<file path="config.mk">
export PLATFORM = sky130hd
export DESIGN_NAME = regs_file_flat
export DESIGN_NICKNAME = d
export VERILOG_FILES = /design/src/rtl/regs_file_if.sv /design/src/rtl/regs_file.sv /design/src/flat_wrapper.sv
export SDC_FILE = /design/constraint.sdc
export NUM_CORES = 2
export LEC_CHECK = 0
export CAP_MARGIN = 40
export CELL_PAD_IN_SITES_DETAIL_PLACEMENT = 2
export CELL_PAD_IN_SITES_GLOBAL_PLACEMENT = 2
export CORE_UTILIZATION = 30
export CTS_BUF_LIST = sky130_fd_sc_hd__clkbuf_4
export DETAILED_ROUTE_END_ITERATION = 16
export GPL_ROUTABILITY_DRIVEN = 0
export GPL_TIMING_DRIVEN = 0
export PLACE_DENSITY = 0.67
export SLEW_MARGIN = 10
export SYNTH_ARGS = -nofsm -noshare
export SYNTH_HDL_FRONTEND = slang
export SYNTH_SLANG_ARGS = --single-unit
</file>
<file path="constraint.sdc">
create_clock -name clk -period 3.95 [get_ports clk]
set_clock_uncertainty 0.15 [all_clocks]
set_input_delay 0.79 -clock clk [delete_from_list [all_inputs] [get_ports clk]]
set_output_delay 0.79 -clock clk [all_outputs]
set_load 0.005 [all_outputs]
</file>
<file path="src/rtl/regs_file_if.sv">
// Bus between decode/write-back and the architectural register file.
// The master drives read addresses, write-back and scoreboard issue; the slave returns data and busy.
interface regs_file_if #(
    parameter int READ_PORTS  = 2,
    parameter int WRITE_PORTS = 1
);
    logic [READ_PORTS-1:0][4:0]   raddr;
    logic [READ_PORTS-1:0]        rden;
    logic [READ_PORTS-1:0][31:0]  rddata;
    logic [READ_PORTS-1:0]        busy;
    logic                         stall;
    logic [WRITE_PORTS-1:0]       we;
    logic [WRITE_PORTS-1:0][4:0]  waddr;
    logic [WRITE_PORTS-1:0][31:0] wrdata;
    logic [WRITE_PORTS-1:0]       wlong;
    logic                         sb_set;
    logic [4:0]                   sb_addr;

    modport master (
        output raddr, rden, we, waddr, wrdata, wlong, sb_set, sb_addr,
        input  rddata, busy, stall
    );

    modport slave (
        input  raddr, rden, we, waddr, wrdata, wlong, sb_set, sb_addr,
        output rddata, busy, stall
    );
endinterface

</file>
<file path="src/rtl/regs_file.sv">
// Architectural register file with write-first read bypass and a per-register
// pending scoreboard that stalls decode until long-latency write-backs land.
module regs_file #(
    parameter int READ_PORTS  = 2,
    parameter int WRITE_PORTS = 1,
    parameter int REG_NUM     = 32
) (
    input logic         clk,
    input logic         rst_n,
    regs_file_if.slave  rf
);
    logic [REG_NUM-1:0][31:0] regs;
    logic [REG_NUM-1:0]       pending;

    logic [READ_PORTS-1:0][31:0] rd_data;
    logic [READ_PORTS-1:0]       rd_busy;

    // Later loop iterations override earlier ones, so the highest write port wins,
    // and the scoreboard set is applied after the clears so set wins.
    always_ff @(posedge clk or negedge rst_n) begin
        if (!rst_n) begin
            regs    <= '0;
            pending <= '0;
        end else begin
            for (int j = 0; j < WRITE_PORTS; j++) begin
                if (rf.we[j] && rf.waddr[j] != 5'd0 && int'(rf.waddr[j]) < REG_NUM) begin
                    regs[rf.waddr[j]] <= rf.wrdata[j];
                    if (rf.wlong[j])
                        pending[rf.waddr[j]] <= 1'b0;
                end
            end
            if (rf.sb_set && rf.sb_addr != 5'd0 && int'(rf.sb_addr) < REG_NUM)
                pending[rf.sb_addr] <= 1'b1;
        end
    end

    // A clearing write-back in the same cycle is forwarded, so it also hides busy.
    always_comb begin
        rd_data = '0;
        rd_busy = '0;
        for (int i = 0; i < READ_PORTS; i++) begin
            if (rf.raddr[i] != 5'd0 && int'(rf.raddr[i]) < REG_NUM) begin
                rd_data[i] = regs[rf.raddr[i]];
                rd_busy[i] = pending[rf.raddr[i]];
                for (int j = 0; j < WRITE_PORTS; j++) begin
                    if (rf.we[j] && rf.waddr[j] == rf.raddr[i]) begin
                        rd_data[i] = rf.wrdata[j];
                        if (rf.wlong[j])
                            rd_busy[i] = 1'b0;
                    end
                end
            end
        end
    end

    assign rf.rddata = rd_data;
    assign rf.busy   = rd_busy;
    assign rf.stall  = |(rd_busy & rf.rden);
endmodule

</file>
<file path="src/flat_wrapper.sv">
// flat-port wrapper written by rule: the top's interface ports become plain ports
module regs_file_flat 
#(
    parameter int READ_PORTS  = 2,
    parameter int WRITE_PORTS = 1,
    parameter int REG_NUM     = 32
)
  (clk, rst_n, rf_raddr, rf_rden, rf_we, rf_waddr, rf_wrdata, rf_wlong, rf_sb_set, rf_sb_addr, rf_rddata, rf_busy, rf_stall);
  regs_file_if #(.READ_PORTS(READ_PORTS), .WRITE_PORTS(WRITE_PORTS)) rf_i ();
  input logic clk;
  input logic rst_n;
  input wire logic [$bits(rf_i.raddr)-1:0] rf_raddr;
  input wire logic [$bits(rf_i.rden)-1:0] rf_rden;
  input wire logic [$bits(rf_i.we)-1:0] rf_we;
  input wire logic [$bits(rf_i.waddr)-1:0] rf_waddr;
  input wire logic [$bits(rf_i.wrdata)-1:0] rf_wrdata;
  input wire logic [$bits(rf_i.wlong)-1:0] rf_wlong;
  input wire logic [$bits(rf_i.sb_set)-1:0] rf_sb_set;
  input wire logic [$bits(rf_i.sb_addr)-1:0] rf_sb_addr;
  output wire logic [$bits(rf_i.rddata)-1:0] rf_rddata;
  output wire logic [$bits(rf_i.busy)-1:0] rf_busy;
  output wire logic [$bits(rf_i.stall)-1:0] rf_stall;
  assign rf_i.raddr = rf_raddr;
  assign rf_i.rden = rf_rden;
  assign rf_i.we = rf_we;
  assign rf_i.waddr = rf_waddr;
  assign rf_i.wrdata = rf_wrdata;
  assign rf_i.wlong = rf_wlong;
  assign rf_i.sb_set = rf_sb_set;
  assign rf_i.sb_addr = rf_sb_addr;
  assign rf_rddata = rf_i.rddata;
  assign rf_busy = rf_i.busy;
  assign rf_stall = rf_i.stall;
  regs_file #(.READ_PORTS(READ_PORTS), .WRITE_PORTS(WRITE_PORTS), .REG_NUM(REG_NUM)) u_core (.clk(clk), .rst_n(rst_n), .rf(rf_i));
endmodule
</file>
Word-level counts from Yosys, hierarchy flattened
Index checks and enable logic that the tools add are counted.
{"block": "op_classes", "magnitude_cmp": 6, "n_eq_ne": 2, "n_mux": 28, "bitwise_logic": 4, "reduce_logical": 11}
{"cell": "$bwmux 1024", "count": 1}
{"cell": "$bmux 32 s5", "count": 2}
{"cell": "$mux 32", "count": 10}
{"cell": "$demux 32 s5", "count": 1}
{"cell": "$and 32x32->32", "count": 1}
{"cell": "$not 32->32", "count": 1}
{"cell": "$or 32x32->32", "count": 1}
{"cell": "$lt 5x6->1 const B", "count": 4}
{"cell": "$reduce_bool 5->1", "count": 4}
{"cell": "$bmux 1 s5", "count": 2}
{"cell": "$demux 1 s5", "count": 2}
{"cell": "$eq 5x5->1", "count": 2}
{"cell": "$ge 5x1->1 const B", "count": 2}
{"cell": "$mux 1", "count": 10}
{"cell": "$logic_and 1x1->1", "count": 6}
{"cell": "$and 2x2->2", "count": 1}
{"cell": "$reduce_or 2->1", "count": 1}
{"block": "totals", "reg_bits": 1056, "in_bits": 59, "output_inout_bits": 67, "wordCells": 84}

Depth between registers and ports, before layout
{"block": "depth", "word_depth": 10, "ltp_mapped": 10, "ltp_nobuf": 5}

Worst setup path after synthesis
No wires, ideal clock.
{"block": "synth_path", "path_kind": "input to output", "startpoint": "input port rf_raddr[5]", "endpoint": "output port rf_rddata[37]", "arrival_ns": 2.533, "t_required_ns": 3.010, "slack_ns": 0.477, "cell_stages": 6, "path_buffers": 2, "cell_sequence": "buf_2 buf_2 mux4_2 mux4_2 o22ai_1 nor2_1"}
{"block": "synth_via", "elab_chain_len": 4, "word_cells_on_any_way": 7, "cone_classes": "eq/ne (1); mux (4); reduce/logical (2)"}
{"item": "start: declaration", "line": "flat_wrapper.sv:12", "rtl": "input wire logic [$bits(rf_i.raddr)-1:0] rf_raddr;"}
{"item": "$bmux 32 s5 or $eq 5x5->1 (tied branches)", "line": "regs_file.sv:43, regs_file.sv:46"}
{"item": "$mux 32 (implied by the code) or $logic_and 1x1->1 (tied branches)", "line": "regs_file.sv:43, regs_file.sv:46"}
{"item": "$mux 32", "line": "regs_file.sv:46", "rtl": "if (rf.we[j] && rf.waddr[j] == rf.raddr[i]) begin"}
{"item": "$mux 32 (*)", "line": "regs_file.sv:42", "rtl": "if (rf.raddr[i] != 5'd0 && int'(rf.raddr[i]) < REG_NUM) begin"}
{"item": "end: declaration", "line": "flat_wrapper.sv:20", "rtl": "output wire logic [$bits(rf_i.rddata)-1:0] rf_rddata;"}
Every way passes the cells marked *; elsewhere a longest branch is shown, timed or not. The select of a mux whose other input is x is not followed.

Worst setup path after layout
{"block": "layout_path", "startpoint": "register u_core.regs[1012] in the netlist's numbering", "endpoint": "output port rf_rddata[52]"}
{"block": "layout_via", "elab_chain_len": 4}
{"item": "start: declaration", "line": "regs_file.sv:12", "rtl": "logic [REG_NUM-1:0][31:0] regs;"}
{"item": "start signal: indexed assignment", "line": "regs_file.sv:27", "rtl": "regs[rf.waddr[j]] <= rf.wrdata[j];"}
{"item": "$bmux 32 s5", "line": "regs_file.sv:43", "rtl": "rd_data[i] = regs[rf.raddr[i]];"}
{"item": "$mux 32 (implied by the code)", "line": "regs_file.sv:43"}
{"item": "$mux 32", "line": "regs_file.sv:46"}
{"item": "$mux 32", "line": "regs_file.sv:42"}
No other way between the ends. The select of a mux whose other input is x is not followed.

==> run_results.csv <==
group,metric,value,unit
routing,first_pass_iters,6,
sta,period_share,112,%
power_and_ir_drop,ir_worst_vdd,0.000259,V
floorplanning,die_y,439,µm
sta,worst_slack,-0.460,ns
global_route,grt_pass1_wl,415000,µm
global_route,grt_pass1_vias,47200,
clock_network,clock-sinks,1056,
placement,hpwl,205000,µm
power_and_ir_drop,p_leak,30.5,nW
worst_setup_path,critPathKind,"reg2out",
yosys,syn_area,57400,µm²
sta,tightestPinTransition,0.993,ns
yosys,synthFlopType,"dfrtp_1",
power_and_ir_drop,p_per_area,483,nW/µm²
yosys,synth.most_common_cell,"dfrtp_1",
sta,timing.final.crit_period,4.41,ns
floorplanning,core,190000,µm²
final_layout,fill_cells,18900,
final_layout,drive_gt1_share,58.0,%
sta,max_freq,227,MHz
yosys,synth_area_leaders,"dfrtp_1 (46%), mux4_2 (21%), mux2_2 (20%), mux2i_1 (4.1%), clkbuf_1 (1.6%)",
run,max_cap_violations,0,
final_layout,nets,4553,
worst_setup_path,end_kind,"primary output",
yosys,synth-edff-count,0,
placement,io_buffers,114,
clock_network,clockBufferDepth,4,
clock_network,htreeDepth,5,
yosys,synthDistinctLibCells,63,
status,violations,"negative setup slack",
yosys,synth_compound_area_share,3.51,%
yosys,synth_top_area_share,46.0,%
yosys,synth-xor-area-share,0.153,%
global_route,antenna_found_initial,21,
sta,rsz0062_at_grt,"true",
routing,via_per_inst,6.21,
global_route,track_usage,31.8,%
routing,detail-route-antenna-nets,0,
yosys,synth_fp_nets,3901,
routing,wl_per_cell,42.9,µm
routing,drc_errors,0,
yosys,ys_seq_elements,1056,
yosys,synth-simple-area-share,2.26,%
sta,setup_viol,65,
worst_setup_path,r2r_cells,4,
yosys,yosys.area.top_type,"dfrtp_1",
clock_network,clk_latency,1.35,ns
worst_setup_path,required,3.01,ns
worst_setup_path,start_kind,"flop",
clock_network,clk_pin_slew,0.06,ns
placement,placed_cells,6555,
yosys,synthAdderAreaFrac,0,%
routing,wl,309000,µm
power_and_ir_drop,power,34.2,mW
floorplanning,ios,126,
routing,drt_iter0_markers,5225,
yosys,synth_area_per_cell,14.9,µm²
sta,max_slew_margin,33.8,%
clock_network,cts_root_buf,"clkbuf_4",
yosys,synthCells,3842,
yosys,ys_seq_area_share,46.0,%
yosys,synth_top_family_by_area,"multiplexers",
sta,finalHoldViolations,0,
final_layout,stdcell_count,7203,
worst_setup_path,cp_max_fo,2,
yosys,synth_common_cells,"dfrtp_1 (1056), mux2_2 (996), mux4_2 (523), clkbuf_1 (238), mux2i_1 (236)",
sta,final_max_slew_viol_count,0,
yosys,yosys_warnings,0,
status,status,"complete, but fails checks",
floorplanning,die_x,439,µm
global_route,grt_overflow,0,
floorplanning,rows,160,
global_route,grt_max_degree,159,
routing,dr_total_vias,44800,
yosys,async_flop_share,100,%
floorplanning,dieArea,193000,µm²
floorplanning,start_util,30.2,%
worst_setup_path,worstPathArrival,3.47,ns
clock_network,tritoncts,"done",
hold_path,hold_path_class,"in2async",
clock_network,cts_buffers,324,
final_layout,syn2layout_area_growth,23.3,%
yosys,synth_mux_area_share,44.2,%
-- routing by layer --
metal	track usage, %	part of all wire [%]
met5	0.397	0.061
met4	25.1	8.8
met3	10.5	10
met2	46.4	44
met1	38.6	37
-- sequential cells by signal, summed over array words and instances, names as in the netlist --
name and flops:
u_core.pending 32, u_core.regs 1024
-- worst max-delay path, cell delays in order, from the launching register on --
cell     delay (ns)
dfrtp_1        0.41
mux4_2         0.50
mux4_2         0.56
a32o_1         0.25
a22o_4         0.26
buf_6          0.12
-- report_power, final --
group,internal (mW),switching (mW)
clock,5.32,5.37
sequential,12.9,1.68
combinational,4.80,4.11
-- worst paths after layout --
path                                    from           endpoint  slack [ns]
max reg2reg                 u_core.regs[831]   u_core.regs[831]        2.63
min reg2reg                   u_core.regs[3]     u_core.regs[3]        0.33
max                        u_core.regs[1012]      rf_rddata[52]       -0.46
min                                    rst_n   u_core.regs[826]        0.02
min in group clk               rf_wrdata[29]  u_core.regs[1021]        0.07
max in group asynchronous              rst_n   u_core.regs[331]        2.23
-- cells in the final DEF (no fill, tap or decap), types with 25 or more instances in the layout --
cell	n
nor2_1	30
clkdlybuf4s50_1	41
buf_16	36
buf_12	60
mux2i_1	222
nand3_1	26
clkbuf_2	66
clkbuf_1	144
mux4_2	523
buf_4	113
o21ai_0	66
nand2_1	121
dfrtp_1	1056
nor2_4	26
clkinv_1	53
buf_1	25
clkbuf_4	455
buf_8	62
buf_2	87
buf_6	74
mux2_2	994
-- logic make-up after synthesis --
| group | Yosys count |
|---|---|
| xor+xnor | 10 |
| compound gates | 291 |
| simple gates | 287 |
| buf+inv | 443 |
| mux | 1755 |
| flops | 1056 |
-- cell type report --
class	instances	area, µm²	area share, %
multi-input combinational	2343	30200	42.7
tap	2511	3140	4.44
inverter	14	70.1	0.0990
antenna	15	37.5	0.0530
clock inverter	64	328	0.463
sequential	1056	26400	37.3
timing repair buffer	330	3600	5.09
buffer	425	3600	5.09
clock buffer	445	3340	4.72
-- stage by stage --
stage	util, %	hold WS, ns	cell area [µm²]	setup TNS [ns]	setup slack (ns)
after CTS	36.9	0.00210	70300	-16.87	-0.528
after global placement	32.4	0.305	61700	-	-48.84
after global routing	37.2	0.0280	70800	-17.63	-0.518
after floorplan	-	0.291	57400	0	0.477
after detailed placement	33.3	0.318	63300	-132.30	-2.41
final	37.2	0.0189	70800	-14.89	-0.460
-- what timing repair did --
action,4_1_cts,5_1_grt
pin swaps,137,60
resized for setup,883,75
setup buffers,99,19
hold endpoints to repair,942,0
endpoints found under the setup margin,67,67
hold buffers,13,0
gates cloned,1,1
Note: power is estimated with default switching activity, not from simulation.
